## src/rtl/dir_button_conditioner.sv

```systemverilog
// dir_button_conditioner
//   Conditions the four raw board direction buttons {up,down,left,right}
//   for the maze/block controller. Each button passes through a 2-flop
//   synchronizer, a counter debounce and a press state machine.
//
//   Optional feature macro: BTN_AUTOREPEAT_EN
//     When defined, a held button emits extra one-cycle pulses after
//     REPEAT_DELAY cycles and then every REPEAT_PERIOD cycles.
//
// Ports
//   clk        board clock
//   rst        asynchronous, active-high reset
//   btn_raw    raw buttons {up,down,left,right}, asynchronous
//   btn_level  debounced level, same bit order
//   btn_pulse  one-cycle strobe per accepted press (plus repeats if enabled)
//   move_up    up held and down not held
//   move_down  down held and up not held
//   move_left  left held and right not held
//   move_right right held and left not held
//   any_held   any debounced button held
module dir_button_conditioner #(
  parameter int unsigned DEBOUNCE_CYCLES = 100000,
  parameter int unsigned REPEAT_DELAY    = 50000000,
  parameter int unsigned REPEAT_PERIOD   = 10000000
) (
  input  logic       clk,
  input  logic       rst,
  input  logic [3:0] btn_raw,
  output logic [3:0] btn_level,
  output logic [3:0] btn_pulse,
  output logic       move_up,
  output logic       move_down,
  output logic       move_left,
  output logic       move_right,
  output logic       any_held
);

  localparam int unsigned MAX_DR  = (DEBOUNCE_CYCLES > REPEAT_DELAY) ? DEBOUNCE_CYCLES : REPEAT_DELAY;
  localparam int unsigned MAX_ALL = (MAX_DR > REPEAT_PERIOD) ? MAX_DR : REPEAT_PERIOD;
  localparam int unsigned CNT_W   = $clog2(MAX_ALL) + 1;
  localparam logic [CNT_W-1:0] DB_LAST = CNT_W'(DEBOUNCE_CYCLES - 1);
`ifdef BTN_AUTOREPEAT_EN
  localparam logic [CNT_W-1:0] RD_LAST = CNT_W'(REPEAT_DELAY - 1);
  localparam logic [CNT_W-1:0] RP_LAST = CNT_W'(REPEAT_PERIOD - 1);
`endif

  typedef enum logic [1:0] {
    RELEASED,
    PRESS_WAIT,
    PRESSED,
    RELEASE_WAIT
  } btn_state_e;

  logic [3:0] sync1;
  logic [3:0] sync2;

  always_ff @(posedge clk or posedge rst) begin
    if (rst) begin
      sync1 <= '0;
      sync2 <= '0;
    end else begin
      sync1 <= btn_raw;
      sync2 <= sync1;
    end
  end

  for (genvar b = 0; b < 4; b++) begin : g_btn
    btn_state_e       state_q, state_d;
    logic [CNT_W-1:0] cnt_q, cnt_d;
    logic             level_q, level_d;
    logic             pulse_q, pulse_d;
    logic             s;
    logic             rpt_pulse;

    assign s = sync2[b];

    always_ff @(posedge clk or posedge rst) begin
      if (rst) begin
        state_q <= RELEASED;
        cnt_q   <= '0;
        level_q <= 1'b0;
        pulse_q <= 1'b0;
      end else begin
        state_q <= state_d;
        cnt_q   <= cnt_d;
        level_q <= level_d;
        pulse_q <= pulse_d;
      end
    end

    always_comb begin
      state_d = state_q;
      cnt_d   = cnt_q;
      case (state_q)
        RELEASED: begin
          cnt_d = '0;
          if (s) begin
            state_d = PRESS_WAIT;
            cnt_d   = CNT_W'(1);
          end
        end
        PRESS_WAIT: begin
          if (!s) begin
            state_d = RELEASED;
            cnt_d   = '0;
          end else if (cnt_q == DB_LAST) begin
            state_d = PRESSED;
            cnt_d   = '0;
          end else begin
            cnt_d = cnt_q + CNT_W'(1);
          end
        end
        PRESSED: begin
          if (!s) begin
            state_d = RELEASE_WAIT;
            cnt_d   = CNT_W'(1);
          end
        end
        RELEASE_WAIT: begin
          if (s) begin
            state_d = PRESSED;
            cnt_d   = '0;
          end else if (cnt_q == DB_LAST) begin
            state_d = RELEASED;
            cnt_d   = '0;
          end else begin
            cnt_d = cnt_q + CNT_W'(1);
          end
        end
        default: begin
          state_d = RELEASED;
          cnt_d   = '0;
        end
      endcase
    end

`ifdef BTN_AUTOREPEAT_EN
    // Repeat counter advances only on cycles that stay in PRESSED, so a
    // bounce through RELEASE_WAIT freezes it. rpt_mode distinguishes the
    // initial delay from the periodic phase; the counter restarts at 0
    // after each fire so it never exceeds the larger of the two limits.
    logic [CNT_W-1:0] rpt_q, rpt_d;
    logic             rpt_mode_q, rpt_mode_d;
    logic             rpt_hit;

    assign rpt_hit = rpt_mode_q ? (rpt_q == RP_LAST) : (rpt_q == RD_LAST);

    always_ff @(posedge clk or posedge rst) begin
      if (rst) begin
        rpt_q      <= '0;
        rpt_mode_q <= 1'b0;
      end else begin
        rpt_q      <= rpt_d;
        rpt_mode_q <= rpt_mode_d;
      end
    end

    always_comb begin
      rpt_d      = rpt_q;
      rpt_mode_d = rpt_mode_q;
      rpt_pulse  = 1'b0;
      if (state_d == RELEASED) begin
        rpt_d      = '0;
        rpt_mode_d = 1'b0;
      end else if (state_q == PRESSED && s) begin
        if (rpt_hit) begin
          rpt_pulse  = 1'b1;
          rpt_d      = '0;
          rpt_mode_d = 1'b1;
        end else begin
          rpt_d = rpt_q + CNT_W'(1);
        end
      end
    end
`else
    assign rpt_pulse = 1'b0;
`endif

    always_comb begin
      level_d = level_q;
      pulse_d = 1'b0;
      case (state_q)
        PRESS_WAIT: begin
          if (s && cnt_q == DB_LAST) begin
            level_d = 1'b1;
            pulse_d = 1'b1;
          end
        end
        RELEASE_WAIT: begin
          if (!s && cnt_q == DB_LAST) begin
            level_d = 1'b0;
          end
        end
        PRESSED: pulse_d = rpt_pulse;
        default: ;
      endcase
    end

    assign btn_level[b] = level_q;
    assign btn_pulse[b] = pulse_q;
  end

  assign move_up    = btn_level[3] & ~btn_level[2];
  assign move_down  = btn_level[2] & ~btn_level[3];
  assign move_left  = btn_level[1] & ~btn_level[0];
  assign move_right = btn_level[0] & ~btn_level[1];
  assign any_held   = |btn_level;

endmodule

```

## config.mk

```make
export PLATFORM = sky130hd
export DESIGN_NAME = dir_button_conditioner
export DESIGN_NICKNAME = d
export VERILOG_FILES = /design/src/rtl/dir_button_conditioner.sv
export SDC_FILE = /design/constraint.sdc
export NUM_CORES = 1
export LEC_CHECK = 0
export CAP_MARGIN = 30
export CORE_MARGIN = 4
export CORE_UTILIZATION = 30
export DETAILED_ROUTE_END_ITERATION = 10
export GPL_ROUTABILITY_DRIVEN = 0
export HOLD_SLACK_MARGIN = 0.15
export PLACE_DENSITY = 0.5
export SYNTH_ARGS = -nofsm -noshare
export SYNTH_HDL_FRONTEND = slang
export SYNTH_SLANG_ARGS = --single-unit
```

## constraint.sdc

```tcl
create_clock -name clk -period 11.4 [get_ports clk]
set_input_delay 2.28 -clock clk [delete_from_list [all_inputs] [get_ports clk]]
set_output_delay 2.28 -clock clk [all_outputs]
set_load 0.02 [all_outputs]
```

==> results.cfg <==
[clocking]
clock_sinks = 132
clkTransAtPathRegs_ns = 0.06
tritoncts = done
worst_skew_pair.late_latency_ns = 0.42
cts_hold_buf = 0
clockRootBuffer = clkbuf_16
cts.repair.resized = 0
clock_path_buffers = 2
cts_setup_buffers = 0
numCtsBuffers = 17
htreeDepth = 4

[floorplanning]
die_y_um = 160
initial_core_util = 0.304
core_area_um2 = 22600
pin_count = 19
die-area_um2 = 25500
fp-row-count = 55
die_width_um = 160

[run]
maxCapViolCount = 0

[placed_design]
postPlaceCellArea_um2 = 7340
io_buffer_count = 18
dp_hpwl_mm = 10.6
place_inst = 1022

[detailed_routing]
ant_nets = 0
drt-initial-drc-count = 291
route.vias.total = 5446
first_pass_iters = 5
wl_mm = 15.6
drc = 0
vias_per_cell = 5.17
wl_per_cell_um = 14.8

[sta]
min_period_ns = 4.33
final.period_utilization = 0.380
fmax_mhz = 231
tns_ns = 0
rsz0062_at_grt = no
tightest_slew_ns = 0.854
skew_ns = 0.00823
setup_viol = 0
relSlewSlack = 0.431
hold_viol_final = 0
slew_viol_final = 0

[yosys]
yosysWarnings = 0
synth_nets = 752
synth_top_area_frac = 0.479
ys.flop_type = dfrtp_1
synth_cell_types = 58
synth_top_family_by_area = simple AND/OR/NAND/NOR gates
ys_ff_latch = 132
synthCells = 742
synth_edf_count = 0
yosysTopAreaCell = dfrtp_1
avgSynthCellArea_um2 = 9.29
synthMuxAreaShare = 0.00726
synthTopCellsByArea = dfrtp_1, nor2_1, xor2_1
synthSimpleGateAreaFrac = 0.288
async_flop_share = 1.00
synth.yosys.seq_area_share = 0.479
synth_fa_ha_area_frac = 0.00726
synth_xor_area_frac = 0.0877
synth_compound_area_frac = 0.0928
synth_area_um2 = 6890

[grt]
grt_start_max_net_pins = 75
grt_pass1_wl_mm = 27.1
grtUsageTotal = 0.128
grt_pass1_vias = 5355
overflow = 0
antenna_found_initial = 0

[critical_path]
worstPathMaxFanout = 6
path_buf_inv = 1
critPathLaunchType = register
max_stage_delay_ns = 0.59
worstPathArrival_ns = 2.05
required_ns = 9.12
critPathSlowestCell = or4_1
path_class = register to primary output
cp_top_family = simple AND/OR/NAND/NOR gates
crit_chain = or4_1, clkdlybuf4s50_1
end_kind = primary output

[power]
seqPwrFrac = 0.447
ir_drop_uv = 74.0
switching_share = 0.219
p_leak_nw = 3.23
combPwrFrac = 0.032
cellPowerDensity_nw_per_um2 = 137
p_int_uw = 847
p_clk_frac = 0.521
p_sw_uw = 237

[layout]
final_area_um2 = 7950
final_nets = 766
layoutNonFillerInstCount = 1054
area_growth_pct = 15.3
antenna_cells = 0
drive_above_1_share = 0.0650

[outcome]
status = finished, final reports clean

[worst_hold_path]
hold_class = register to register
[cells by family after synthesis]
family | after synthesis
multiplexers | 5
buffers and inverters | 59
AND/OR/NAND/NOR | 377
XOR/XNOR | 69
flip-flops | 132
adder cells (fa/ha/maj) | 4
AO/OA/AOI/OAI | 96
[registers in the layout, indices dropped and copies added, names as in the netlist, named ones only]
name,cells
g_btn.state_q,4
sync1,4
g_btn.cnt_q,108
g_btn.pulse_q,4
g_btn.level_q,4
sync2,4
[Yosys cell counts (4+ instances only)]
cell      count
a31oi_1      28
nand4_1      37
ha_1          4
nand2_1      53
buf_2         6
xnor2_1      30
nor2b_1       4
and2_1       12
inv_1        28
mux2i_1       5
or2_2         4
nor2_1       95
nor3b_1       4
nor3_1       28
nand3_1      50
and3_1       15
or3_1         5
o21ai_0      15
a22o_1        5
buf_4         8
a41oi_1       4
clkbuf_1     15
or4_1        11
nor4_1       26
and4_1       12
nand2b_1      5
xor2_1       39
dfrtp_1     132
a21oi_1      19
[metrics by stage]
step	power (mW)	hold slack [ns]	util	worst slack, ns
2_1_floorplan	0.517	0.331	-	5.59
3_3_place_gp	0.529	0.333	0.324	7.26
3_5_place_dp	0.529	0.337	0.324	7.26
4_1_cts	1.10	0.350	0.351	7.02
5_1_grt	1.13	0.354	0.351	7.00
6_report	1.08	0.347	0.351	7.07
[final timing paths]
check | startpoint | endpoint | slack, ns | cells past startpoint
hold reg to reg | sync1[0]$_DFF_PP0_ | sync2[0]$_DFF_PP0_ | 0.35 | 0
hold / removal | sync1[0]$_DFF_PP0_ | sync2[0]$_DFF_PP0_ | 0.35 | 0
max in group asynchronous | rst | g_btn[3].cnt_q[21]$_DFFE_PP0P_ | 7.85 | 3
setup / recovery | g_btn[2].level_q$_DFFE_PP0P_ | any_held | 7.07 | 2
setup reg to reg | g_btn[1].cnt_q[24]$_DFFE_PP0P_ | g_btn[1].cnt_q[10]$_DFFE_PP0P_ | 8.47 | 6
min in group asynchronous | rst | g_btn[0].pulse_q$_DFF_PP0_ | 2.34 | 2
[cells in the final DEF (no fill, tap or decap), types with 3 or more instances in the layout]
master	synthesis	routed
o21ai_0	15	15
or2_2	4	4
nand3b_1	3	3
and4_1	12	12
dfrtp_1	132	132
ha_1	4	4
mux2i_1	5	5
a31oi_1	28	28
a211o_1	3	3
a22o_1	5	5
bufinv_16	0	3
clkbuf_8	0	3
nor2_1	95	95
xnor2_1	30	30
a21oi_1	19	18
nor3b_1	4	4
clkbuf_16	0	17
a41oi_1	4	4
or4b_2	3	3
nand2b_1	5	5
inv_1	28	27
and3_1	15	15
nand2_1	53	53
clkbuf_1	15	4
nand4_1	37	37
and2_1	12	12
nor2b_1	4	4
and3b_1	3	3
or3_1	5	5
clkdlybuf4s50_1	0	18
nor3_1	28	28
xor2_1	39	39
nor4_1	26	26
buf_4	8	7
or4_1	11	11
nand3_1	50	50
[power by group through the flow]
stage	sequential, mW	clock (mW)	combinational, mW
after detailed placement	0.493	0	0.0358
after global placement	0.493	0	0.0357
after global routing	0.486	0.602	0.0405
after CTS	0.485	0.582	0.0359
after floorplan	0.490	0	0.0267
final	0.485	0.566	0.0345
[worst reg2reg max path, cell delays in order, from the launching register on]
cell and delay [ns]:
dfrtp_1 0.44, or4_1 0.53, nor4_1 0.64, a21oi_2 0.36
buf_4 0.30, nor2_1 0.41, nor2_1 0.11
[per-layer routing]
layer | global-route usage | part of all wire
met1 | 0.175 | 0.51
met2 | 0.202 | 0.46
met3 | 0.0259 | 0.019
met4 | 0.0477 | 0.013
met5 | 0 | 0
[cell type report]
| class | count | area (um2) |
|---|---|---|
| fill | 2271 | 14700 |
| multi-input combinational | 551 | 3330 |
| sequential | 132 | 3300 |
| clock buffer | 24 | 482 |
| tap | 285 | 357 |
| timing repair buffer | 26 | 238 |
| clock inverter | 8 | 124 |
| inverter | 28 | 110 |
(Power assumes the default switching activity.)
